--- src/rtl/instr_fetch_unit_if.sv ---
// ============================================================================
// Module      : instr_fetch_unit_if
// Description : Instruction-memory and decoder handshake bundle for the fetch unit.
// Revision    : 1.0 - initial release
// ============================================================================
`default_nettype none

interface instr_fetch_unit_if;
    logic        imem_req;
    logic [31:0] imem_addr;
    logic        imem_rvalid;
    logic [31:0] imem_rdata;
    logic [31:0] instruction;
    logic [31:0] instr_pc;
    logic        instr_valid;
    logic        instr_ready;
    logic [1:0]  pc_mux_sel;
    logic        br_taken;
    logic [31:0] rs_value;
    logic        is_illegal;
    logic        halted;

    modport master (
        output imem_req, imem_addr,
        input  imem_rvalid, imem_rdata,
        output instruction, instr_pc, instr_valid,
        input  instr_ready, pc_mux_sel, br_taken, rs_value, is_illegal,
        output halted
    );

    modport slave (
        input  imem_req, imem_addr,
        output imem_rvalid, imem_rdata,
        input  instruction, instr_pc, instr_valid,
        output instr_ready, pc_mux_sel, br_taken, rs_value, is_illegal,
        input  halted
    );
endinterface

`default_nettype wire

--- src/rtl/instr_fetch_unit.sv ---
// ============================================================================
// Module      : instr_fetch_unit
// Description : PC owner; fetches words, presents them to decode, one PC+4 prefetch.
// Revision    : 1.0 - initial release
// ============================================================================
`default_nettype none

module instr_fetch_unit #(
    parameter logic [31:0] RESET_PC = 32'h0000_0000
) (
    input  wire logic            clk,
    input  wire logic            rst_n,
    instr_fetch_unit_if.master   bus
);

    typedef enum logic [2:0] {
        ST_RESET = 3'd0,
        ST_FETCH = 3'd1,
        ST_WAIT  = 3'd2,
        ST_HOLD  = 3'd3,
        ST_HALT  = 3'd4
    } state_t;

    state_t      r_state,       w_state;
    logic [31:0] r_pc,          w_pc;
    logic        r_outstanding, w_outstanding;
    logic        r_kill,        w_kill;
    logic        r_skid_valid,  w_skid_valid;
    logic [31:0] r_skid_data,   w_skid_data;
    logic [31:0] r_instruction, w_instruction;
    logic [31:0] r_instr_pc,    w_instr_pc;
    logic        r_instr_valid, w_instr_valid;
    logic        r_halted,      w_halted;

    logic        w_req;
    logic [31:0] w_addr;
    logic [31:0] w_pc4;
    logic [31:0] w_next_pc;
    logic        w_handoff;
    logic        w_rsp;
    logic        w_prefetch;
    logic        w_skid_avail;
    logic        w_in_flight;
    logic [31:0] w_skid_word;

    always_ff @(posedge clk or negedge rst_n) begin
        if (!rst_n) begin
            r_state       <= ST_RESET;
            r_pc          <= RESET_PC;
            r_outstanding <= 1'b0;
            r_kill        <= 1'b0;
            r_skid_valid  <= 1'b0;
            r_skid_data   <= 32'h0;
            r_instruction <= 32'h0;
            r_instr_pc    <= 32'h0;
            r_instr_valid <= 1'b0;
            r_halted      <= 1'b0;
        end else begin
            r_state       <= w_state;
            r_pc          <= w_pc;
            r_outstanding <= w_outstanding;
            r_kill        <= w_kill;
            r_skid_valid  <= w_skid_valid;
            r_skid_data   <= w_skid_data;
            r_instruction <= w_instruction;
            r_instr_pc    <= w_instr_pc;
            r_instr_valid <= w_instr_valid;
            r_halted      <= w_halted;
        end
    end

    // Redirect target of the word currently presented to decode
    always_comb begin
        w_pc4 = r_instr_pc + 32'd4;
        case (bus.pc_mux_sel)
            2'b00:   w_next_pc = bus.rs_value & ~32'h3;
            2'b01:   w_next_pc = bus.br_taken
                               ? w_pc4 + {{14{r_instruction[15]}}, r_instruction[15:0], 2'b00}
                               : w_pc4;
            2'b10:   w_next_pc = (w_pc4 & 32'hF000_0000) | {4'b0000, r_instruction[25:0], 2'b00};
            default: w_next_pc = w_pc4;
        endcase
    end

    always_comb begin
        w_state       = r_state;
        w_pc          = r_pc;
        w_outstanding = r_outstanding;
        w_kill        = r_kill;
        w_skid_valid  = r_skid_valid;
        w_skid_data   = r_skid_data;
        w_instruction = r_instruction;
        w_instr_pc    = r_instr_pc;
        w_instr_valid = r_instr_valid;
        w_halted      = r_halted;
        w_req         = 1'b0;
        w_addr        = 32'h0;

        w_handoff    = r_instr_valid & bus.instr_ready;
        w_rsp        = r_outstanding & bus.imem_rvalid;
        w_prefetch   = (r_state == ST_HOLD) & ~r_outstanding & ~r_skid_valid;
        w_skid_avail = r_skid_valid | w_rsp;
        w_in_flight  = (r_outstanding & ~bus.imem_rvalid) | w_prefetch;
        w_skid_word  = r_skid_valid ? r_skid_data : bus.imem_rdata;

        case (r_state)
            ST_RESET: w_state = ST_FETCH;
            ST_FETCH: begin
                w_req         = 1'b1;
                w_addr        = r_pc;
                w_outstanding = 1'b1;
                w_state       = ST_WAIT;
            end
            ST_WAIT: begin
                if (w_rsp) begin
                    w_outstanding = 1'b0;
                    if (r_kill) begin
                        w_kill  = 1'b0;
                        w_state = ST_FETCH;
                    end else begin
                        w_instruction = bus.imem_rdata;
                        w_instr_pc    = r_pc;
                        w_instr_valid = 1'b1;
                        w_state       = ST_HOLD;
                    end
                end
            end
            ST_HOLD: begin
                if (w_prefetch) begin
                    w_req         = 1'b1;
                    w_addr        = w_pc4;
                    w_outstanding = 1'b1;
                end
                if (w_rsp) begin
                    w_outstanding = 1'b0;
                    w_skid_valid  = 1'b1;
                    w_skid_data   = bus.imem_rdata;
                end
                if (w_handoff) begin
                    if (bus.is_illegal) begin
                        w_state       = ST_HALT;
                        w_halted      = 1'b1;
                        w_instr_valid = 1'b0;
                        w_outstanding = 1'b0;
                        w_skid_valid  = 1'b0;
                    end else if ((w_next_pc == w_pc4) && w_skid_avail) begin
                        // Sequential hit on the prefetched word: present it with no bubble
                        w_instruction = w_skid_word;
                        w_instr_pc    = w_pc4;
                        w_pc          = w_pc4;
                        w_skid_valid  = 1'b0;
                        w_outstanding = 1'b0;
                    end else if (w_in_flight) begin
                        w_kill        = (w_next_pc != w_pc4);
                        w_pc          = w_next_pc;
                        w_instr_valid = 1'b0;
                        w_state       = ST_WAIT;
                    end else begin
                        w_skid_valid  = 1'b0;
                        w_outstanding = 1'b0;
                        w_pc          = w_next_pc;
                        w_instr_valid = 1'b0;
                        w_state       = ST_FETCH;
                    end
                end
            end
            ST_HALT: w_state = ST_HALT;
            default: w_state = ST_RESET;
        endcase
    end

    assign bus.imem_req    = w_req;
    assign bus.imem_addr   = {w_addr[31:2], 2'b00};
    assign bus.instruction = r_instruction;
    assign bus.instr_pc    = r_instr_pc;
    assign bus.instr_valid = r_instr_valid;
    assign bus.halted      = r_halted;

endmodule

`default_nettype wire
--- src/flat_wrapper.sv ---
// flat-port wrapper written by rule: the top's interface ports become plain ports
module instr_fetch_unit_flat 
#(
    parameter logic [31:0] RESET_PC = 32'h0000_0000
)
  (clk, rst_n, bus_imem_req, bus_imem_addr, bus_imem_rvalid, bus_imem_rdata, bus_instruction, bus_instr_pc, bus_instr_valid, bus_instr_ready, bus_pc_mux_sel, bus_br_taken, bus_rs_value, bus_is_illegal, bus_halted);
  instr_fetch_unit_if bus_i ();
  input  wire logic clk;
  input  wire logic rst_n;
  output wire logic [$bits(bus_i.imem_req)-1:0] bus_imem_req;
  output wire logic [$bits(bus_i.imem_addr)-1:0] bus_imem_addr;
  input wire logic [$bits(bus_i.imem_rvalid)-1:0] bus_imem_rvalid;
  input wire logic [$bits(bus_i.imem_rdata)-1:0] bus_imem_rdata;
  output wire logic [$bits(bus_i.instruction)-1:0] bus_instruction;
  output wire logic [$bits(bus_i.instr_pc)-1:0] bus_instr_pc;
  output wire logic [$bits(bus_i.instr_valid)-1:0] bus_instr_valid;
  input wire logic [$bits(bus_i.instr_ready)-1:0] bus_instr_ready;
  input wire logic [$bits(bus_i.pc_mux_sel)-1:0] bus_pc_mux_sel;
  input wire logic [$bits(bus_i.br_taken)-1:0] bus_br_taken;
  input wire logic [$bits(bus_i.rs_value)-1:0] bus_rs_value;
  input wire logic [$bits(bus_i.is_illegal)-1:0] bus_is_illegal;
  output wire logic [$bits(bus_i.halted)-1:0] bus_halted;
  assign bus_imem_req = bus_i.imem_req;
  assign bus_imem_addr = bus_i.imem_addr;
  assign bus_i.imem_rvalid = bus_imem_rvalid;
  assign bus_i.imem_rdata = bus_imem_rdata;
  assign bus_instruction = bus_i.instruction;
  assign bus_instr_pc = bus_i.instr_pc;
  assign bus_instr_valid = bus_i.instr_valid;
  assign bus_i.instr_ready = bus_instr_ready;
  assign bus_i.pc_mux_sel = bus_pc_mux_sel;
  assign bus_i.br_taken = bus_br_taken;
  assign bus_i.rs_value = bus_rs_value;
  assign bus_i.is_illegal = bus_is_illegal;
  assign bus_halted = bus_i.halted;
  instr_fetch_unit #(.RESET_PC(RESET_PC)) u_core (.clk(clk), .rst_n(rst_n), .bus(bus_i));
endmodule
--- config.mk ---
export PLATFORM = sky130hd
export DESIGN_NAME = instr_fetch_unit_flat
export DESIGN_NICKNAME = d
export VERILOG_FILES = /design/src/rtl/instr_fetch_unit_if.sv /design/src/rtl/instr_fetch_unit.sv /design/src/flat_wrapper.sv
export SDC_FILE = /design/constraint.sdc
export NUM_CORES = 1
export LEC_CHECK = 0
export CAP_MARGIN = 20
export CORE_MARGIN = 2
export CORE_UTILIZATION = 50
export CTS_CLUSTER_DIAMETER = 30
export CTS_CLUSTER_SIZE = 8
export DETAILED_ROUTE_END_ITERATION = 10
export GPL_TIMING_DRIVEN = 0
export HOLD_SLACK_MARGIN = 0.02
export PLACE_DENSITY_LB_ADDON = 0.1
export SETUP_SLACK_MARGIN = 0.1
export SLEW_MARGIN = 40
export SYNTH_ARGS = -nofsm -noshare
export SYNTH_HDL_FRONTEND = slang
export SYNTH_SLANG_ARGS = --single-unit
--- constraint.sdc ---
create_clock -name clk -period 7.35 [get_ports clk]
set_input_delay 1.47 -clock clk [delete_from_list [all_inputs] [get_ports clk]]
set_output_delay 1.47 -clock clk [all_outputs]
set_load 0.005 [all_outputs]
==> Word-level counts from Yosys, hierarchy flattened <==
Index checks and enable logic that the tools add are counted.
{ "word_totals": {"input_bits": 72, "out_inout_bits": 99, "ff_bits": 136} }
{ "op_classes": {"add_sub_neg": 2, "bitwise_logic": 12, "n_eq_ne": 16, "reduce_logical": 13, "muxes": 51} }
{ "ops": {"columns": ["op", "count"], "rows": [
  ["32-bit two-way mux", 14],
  ["32-bit case mux with 2 select lines", 3],
  ["32-bit case mux with 3 select lines", 1],
  ["32-bit by 3-bit adder with 32-bit output (second input constant)", 1],
  ["32-bit adder", 1],
  ["32-bit == test", 1],
  ["32-bit != test", 1],
  ["32-bit by 28-bit OR with 32-bit output", 1],
  ["1-bit two-way mux", 22],
  ["3-bit case mux with 5 select lines", 1],
  ["3-bit two-way mux", 4],
  ["6-bit AND reduction", 2],
  ["3-bit AND reduction", 3],
  ["2-bit != test (second input constant)", 4],
  ["3-bit by 2-bit == test with 1-bit output (second input constant)", 2],
  ["2-bit by 1-bit != test with 1-bit output (second input constant)", 3],
  ["1-bit case mux with 2 select lines", 3],
  ["1-bit AND", 5],
  ["5-bit AND reduction", 1],
  ["2-bit two-way mux", 2],
  ["1-bit inverter", 4],
  ["2-bit AND reduction", 2],
  ["3-bit by 1-bit == test with 1-bit output (second input constant)", 1],
  ["3-bit == test (second input constant)", 1],
  ["other kinds (10)", 11]
]} }

==> Depth between registers and ports, before layout <==
{ "logic_depth": {"depth_word": 10, "depth_mapped": 23, "mapped_depth_nobuf": 19} }

==> Worst setup path before layout <==
No wires, ideal clock.
{ "synth_timing": {"path_kind": "register to register", "start": "reg u_core.r_instr_pc[2], in the netlist u_core.bus.instr_pc[2]", "end": "reg u_core.r_instruction[24], in the netlist u_core.bus.instruction[24]", "required_ns": 7.223, "synth_period_minus_slack_ns": 5.528, "n_path_buf": 2, "slack_ns": 1.822, "path_stages_with_launch": 22, "t_arrival_ns": 5.400, "cell_sequence": "dfrtp_1 > ha_1 > nand4_1 > nor4_1 > a31oi_1 > nor2_1 > inv_1 > ha_1 > clkbuf_1 > nand4_1 > nor2_1 > nand3_1 > a2111oi_0 > nor4_1 > nor3_1 > mux2_2 > nor4_1 > and3_1 > nand4_4 > o31ai_4 > buf_6 > mux2_1"} }
{ "synth_via": {"elab_chain_len": 8, "word_cells_on_any_way": 9, "cone_classes": "add/sub (2); eq/ne (2); mux (2); bitwise (1); reduce/logical (2)"} }
{ "synth_rtl": {"columns": ["element", "line_no", "rtl"], "rows": [
  ["from (decl)", "instr_fetch_unit.sv:31", "logic [31:0] r_instr_pc, w_instr_pc;"],
  ["from (signal assigned)", "instr_fetch_unit.sv:66", "r_instr_pc <= w_instr_pc;"],
  ["32-bit by 3-bit adder with 32-bit output *", "instr_fetch_unit.sv:74", "w_pc4 = r_instr_pc + 32'd4;"],
  ["32-bit adder", "instr_fetch_unit.sv:78", "? w_pc4 + {{14{r_instruction[15]}}, r_instruction[15:0], 2'b00}"],
  ["32-bit two-way mux", "instr_fetch_unit.sv:78", null],
  ["32-bit case mux with 3 select lines", "instr_fetch_unit.sv:75", "case (bus.pc_mux_sel)"],
  ["32-bit == test *", "instr_fetch_unit.sv:146", "end else if ((w_next_pc == w_pc4) && w_skid_avail) begin"],
  ["1-bit logical AND *", "instr_fetch_unit.sv:146", null],
  ["2-bit != test (no source line) *", null, null],
  ["6-bit AND reduction (no source line) *", null, null],
  ["to (signal assigned)", "instr_fetch_unit.sv:65", "r_instruction <= w_instruction;"],
  ["to (decl)", "instr_fetch_unit.sv:30", "logic [31:0] r_instruction, w_instruction;"]
]} }
Mark *: on every way between the ends. The rest lies on a longest branch, timed or not.
A chain may end at the register's enable or synchronous reset.

==> Worst setup path after layout <==
{ "layout_timing": {"start": "reg u_core.r_instr_pc[3], in the netlist u_core.bus.instr_pc[3]", "end": "reg u_core.r_instr_pc[25], in the netlist u_core.bus.instr_pc[25]"} }
{ "layout_via": {"elab_chain_len": 8, "word_cells_on_any_way": 13, "cone_classes": "add/sub (2); eq/ne (2); mux (6); bitwise (1); reduce/logical (2)"} }
{ "layout_rtl": {"columns": ["element", "line_no"], "rows": [
  ["32-bit by 3-bit adder with 32-bit output *", "instr_fetch_unit.sv:74"],
  ["32-bit adder", "instr_fetch_unit.sv:78"],
  ["32-bit two-way mux", "instr_fetch_unit.sv:78"],
  ["32-bit case mux with 3 select lines", "instr_fetch_unit.sv:75"],
  ["32-bit == test", "instr_fetch_unit.sv:146"],
  ["1-bit logical AND", "instr_fetch_unit.sv:146"],
  ["2-bit != test (no source line)", null],
  ["6-bit AND reduction (no source line)", null]
]} }
Mark *: on every way between the ends. The rest lies on a longest branch, timed or not. The select of a mux whose other input is x is not followed.

==> reports/qor.csv <==
stage;metric;value;unit
outcome;status;finished, final reports clean;
critical_path;required time of the worst setup path;7650;ps
drt;Detailed Routing Iterations Pass 1;7;
timing;f_max;142;MHz
yosys;sequential fraction of the synthesis area;29.9;%
power;sw frac;27.9;%
critical_path;crit path max fanout;10;
power;Clock Power Share;42.5;%
place;Setup WS pre-CTS;-420;ps
place;Post-DP HPWL;37.4;mm
yosys;largest area contributor in the netlist;dfrtp_1;
drt;remaining antenna violation count;0;
critical_path;Critical Path AT;7340;ps
die;Die Ht;155;um
finish;Final nets;1683;
timing;Hold Vio Cnt, Final;0;
yosys;Async SR Flop Fraction;100;%
place;PortBufs;162;
drt;WL/cell;25.8;um
finish;area grow syn2layout;24.5;%
clock_tree;Num CTS Buffers;17;
yosys;Most used DFF post-synth;dfrtp_1;
timing;Tmin final;7040;ps
critical_path;worst path cell trace;ha_1, nand4_1, nor3_1, xor2_1, ha_1, clkbuf_1, nand2_1, a2111o_1, a31oi_1, xor2_1, and3_1, a2111oi_0, and4b_1, and3_1, nand4_4, clkbuf_2, buf_2, o32ai_1, a21oi_1;
power;combinational share of power;18.3;%
timing;Max-slew headroom;41.6;%
grt;first-pass GRT wire length;73.1;mm
critical_path;Slowest cell on crit path;xor2_1;
finish;number of diodes;0;
place;RD Place Congestion;1.04;
yosys;Yosys cell types;84;
yosys;syn_area_per_cell;8.20;um^2
clock_tree;worst skew pair latency;440;ps
drt;DRT Wirelength;48.3;mm
die;core area;22500;um^2
critical_path;peak per-stage delay on the critical path;680;ps
yosys;mapped cell area;11400;um^2
die;Site Rows;55;
drt;average vias per placed instance;6.70;
drt;residual DRC count;0;
critical_path;Worst setup EP type;register;
power;leakage;5.88;nW
flow_run;Max Cap Violations;0;
power;VDD IR max;0.000141;V
clock_tree;clk root buf;clkbuf_16;
critical_path;CP Launch Type;register;
critical_path;critical path class;reg -> reg;
yosys;synth top area cells;dfrtp_1 30%, mux2_2 7.0%, nand2_1 4.6%;
timing;Final setup viols;0;
die;starting density of the core;50.6;%
yosys;Post-Synthesis Cells;1388;
power;Sequential Power Share;39.3;%
power;Pwr per Cell Area;159;nW/um^2
grt;vias in the first global route;12000;
yosys;YS warnings;0;
grt;Overall Global Routing Usage;40.3;%
die;die width;155;um
critical_path;delay-heaviest family, CP;compound AO/OA/AOI/OAI gates;
yosys;FF+latch count, synth;136;
clock_tree;Sinks on Clock Net;136;
timing;share of the clock period used by the worst path;95.7;%
timing;total negative slack;0;ps
power;internal power;0.00162;W
timing;RSZ-0062 raised after global routing;no;
worst_hold_path;hold crit path type;reg -> reg;
timing;worst slew pin tran;870;ps
grt;initial antenna violation count;0;
finish;Fill cells;2016;
power;Switch Pwr;0.000630;W
grt;largest net degree at the start of global routing;75;
timing;setup ws final;314;ps
timing;max-slew violations;0;
yosys;Yosys top cell area share;29.9;%
drt;DRT iter0 DRCs;1421;
drt;Vias;12500;
grt;grt total ovfl;0;
clock_tree;H-tree Lvls;4;
die;Die ar.;24000;um^2
yosys;commonest cells in the netlist;138 x nand2_1, 136 x dfrtp_1, 134 x nor2_1, 98 x a21oi_1, 86 x o21ai_0;
critical_path;CP bufs+invs;3;
clock_tree;CTS Buffer Depth;2;
clock_tree;Post-CTS Hold Fix Bufs;0;
timing;worst hold slack;478;ps
yosys;EDFF count, synth;0;
yosys;count leader, synth;nand2_1;
die;boundary pin count;171;
clock_tree;TritonCTS clock tree;done;
timing;clock skew;13.7;ps
finish;layout cells sized above 1;10.2;%
clock_tree;clk slew on worst S/H paths;70;ps
-- cell usage in the layout, fill, tap and decap left out, types with 20 or more instances in the layout --
master           count
dfrtp_1            134
clkdlybuf4s50_1    161
a31oi_1             20
mux2_1              25
clkbuf_1            69
xnor2_1             24
o21ai_0             85
nor2_1             130
inv_1               65
nand3_1             34
mux2_2              71
nand4_1             20
ha_1                37
a21oi_1             97
nand2_1            138
nor3_1              24
-- cells by family (layout without fill, tap and decap cells) --
group           Yosys count  count (layout)  share of synthesized area [%]
flops                   136             136                           29.9
mux                     114             114                           11.1
compound gates          427             427                           25.5
fa+ha+maj                38              38                           4.24
other cells               1               2                         0.0330
buf+inv                 159             356                           5.65
simple gates            472             472                           20.4
xor+xnor                 41              41                           3.16
-- registers in the layout, summed over array words and instances (netlist names) --
name	flops
u_core.r_state	3
u_core.r_skid_valid	1
u_core.bus.instruction	32
u_core.r_kill	1
u_core.r_outstanding	1
u_core.r_skid_data	32
u_core.bus.instr_pc	32
u_core.bus.instr_valid	1
u_core.r_pc	32
u_core.bus.halted	1
-- worst register-to-register path: cells and delay by family, from the launching register on --
| family | cells | cell delay (ps) |
|---|---|---|
| compound gates | 5 | 2030 |
| xor+xnor | 2 | 850 |
| fa+ha+maj | 2 | 550 |
| buf+inv | 3 | 950 |
| flops | 1 | 520 |
| simple gates | 7 | 1990 |
-- what timing repair did --
action / in CTS / in global routing
setup endpoints to repair: 91 / 90
buffers inserted: 2 / 0
gates resized for setup: 3 / 11
pin swaps: 1 / 0
-- per-stage QoR --
step	total power (W)	cells	instance area [um^2]	utilization [%]
floorplan	0.00115	1389	11400	-
global placement	0.00128	1836	13400	59.4
detailed placement	0.00130	1837	13400	59.7
CTS	0.00224	1871	14100	62.7
global route	0.00232	1871	14200	62.9
finish	0.00225	1871	14200	62.9
-- layer usage --
metal | vias to the layer above | GRT usage [%] | share of wire (%)
met4 | 0 | 20.2 | 5.6
met1 | 6001 | 53.8 | 41
met3 | 151 | 6.21 | 9.3
met2 | 845 | 64.0 | 44
met5 | - | 0 | 0
li1 | 5540 | - | -
-- final timing paths --
check | startpoint | end | slack, ps | cells past startpoint
setup reg to reg | u_core.bus.instr_pc[3] | u_core.bus.instr_pc[25] | 310 | 19
hold / removal | u_core.r_pc[0] | u_core.bus.instr_pc[0] | 480 | 2
setup / recovery | u_core.bus.instr_pc[3] | u_core.bus.instr_pc[25] | 310 | 19
hold reg to reg | u_core.r_pc[0] | u_core.bus.instr_pc[0] | 480 | 2
max in group asynchronous | rst_n | u_core.bus.instruction[15] | 5610 | 2
min in group asynchronous | rst_n | u_core.bus.halted | 950 | 1
-- cell type report --
type / count / area (um^2) / area share [%]
multi-input cells: 1094 / 7440 / 52.5
flip-flops and latches: 136 / 3410 / 24.0
repair buffers: 165 / 1680 / 11.9
clock buffers: 19 / 453 / 3.20
plain buffers: 93 / 397 / 2.80
well taps: 285 / 357 / 2.52
inverters: 66 / 248 / 1.75
clock inverters: 13 / 186 / 1.32
-- power groups by stage --
stage / sequential, W / combinational, W / clock, W
floorplan: 0.000883 / 0.000268 / 0
global placement: 0.000891 / 0.000391 / 0
detailed placement: 0.000898 / 0.000405 / 0
CTS: 0.000883 / 0.000407 / 0.000955
global route: 0.000894 / 0.000443 / 0.000984
finish: 0.000885 / 0.000412 / 0.000957
(Power assumes the default switching activity.)
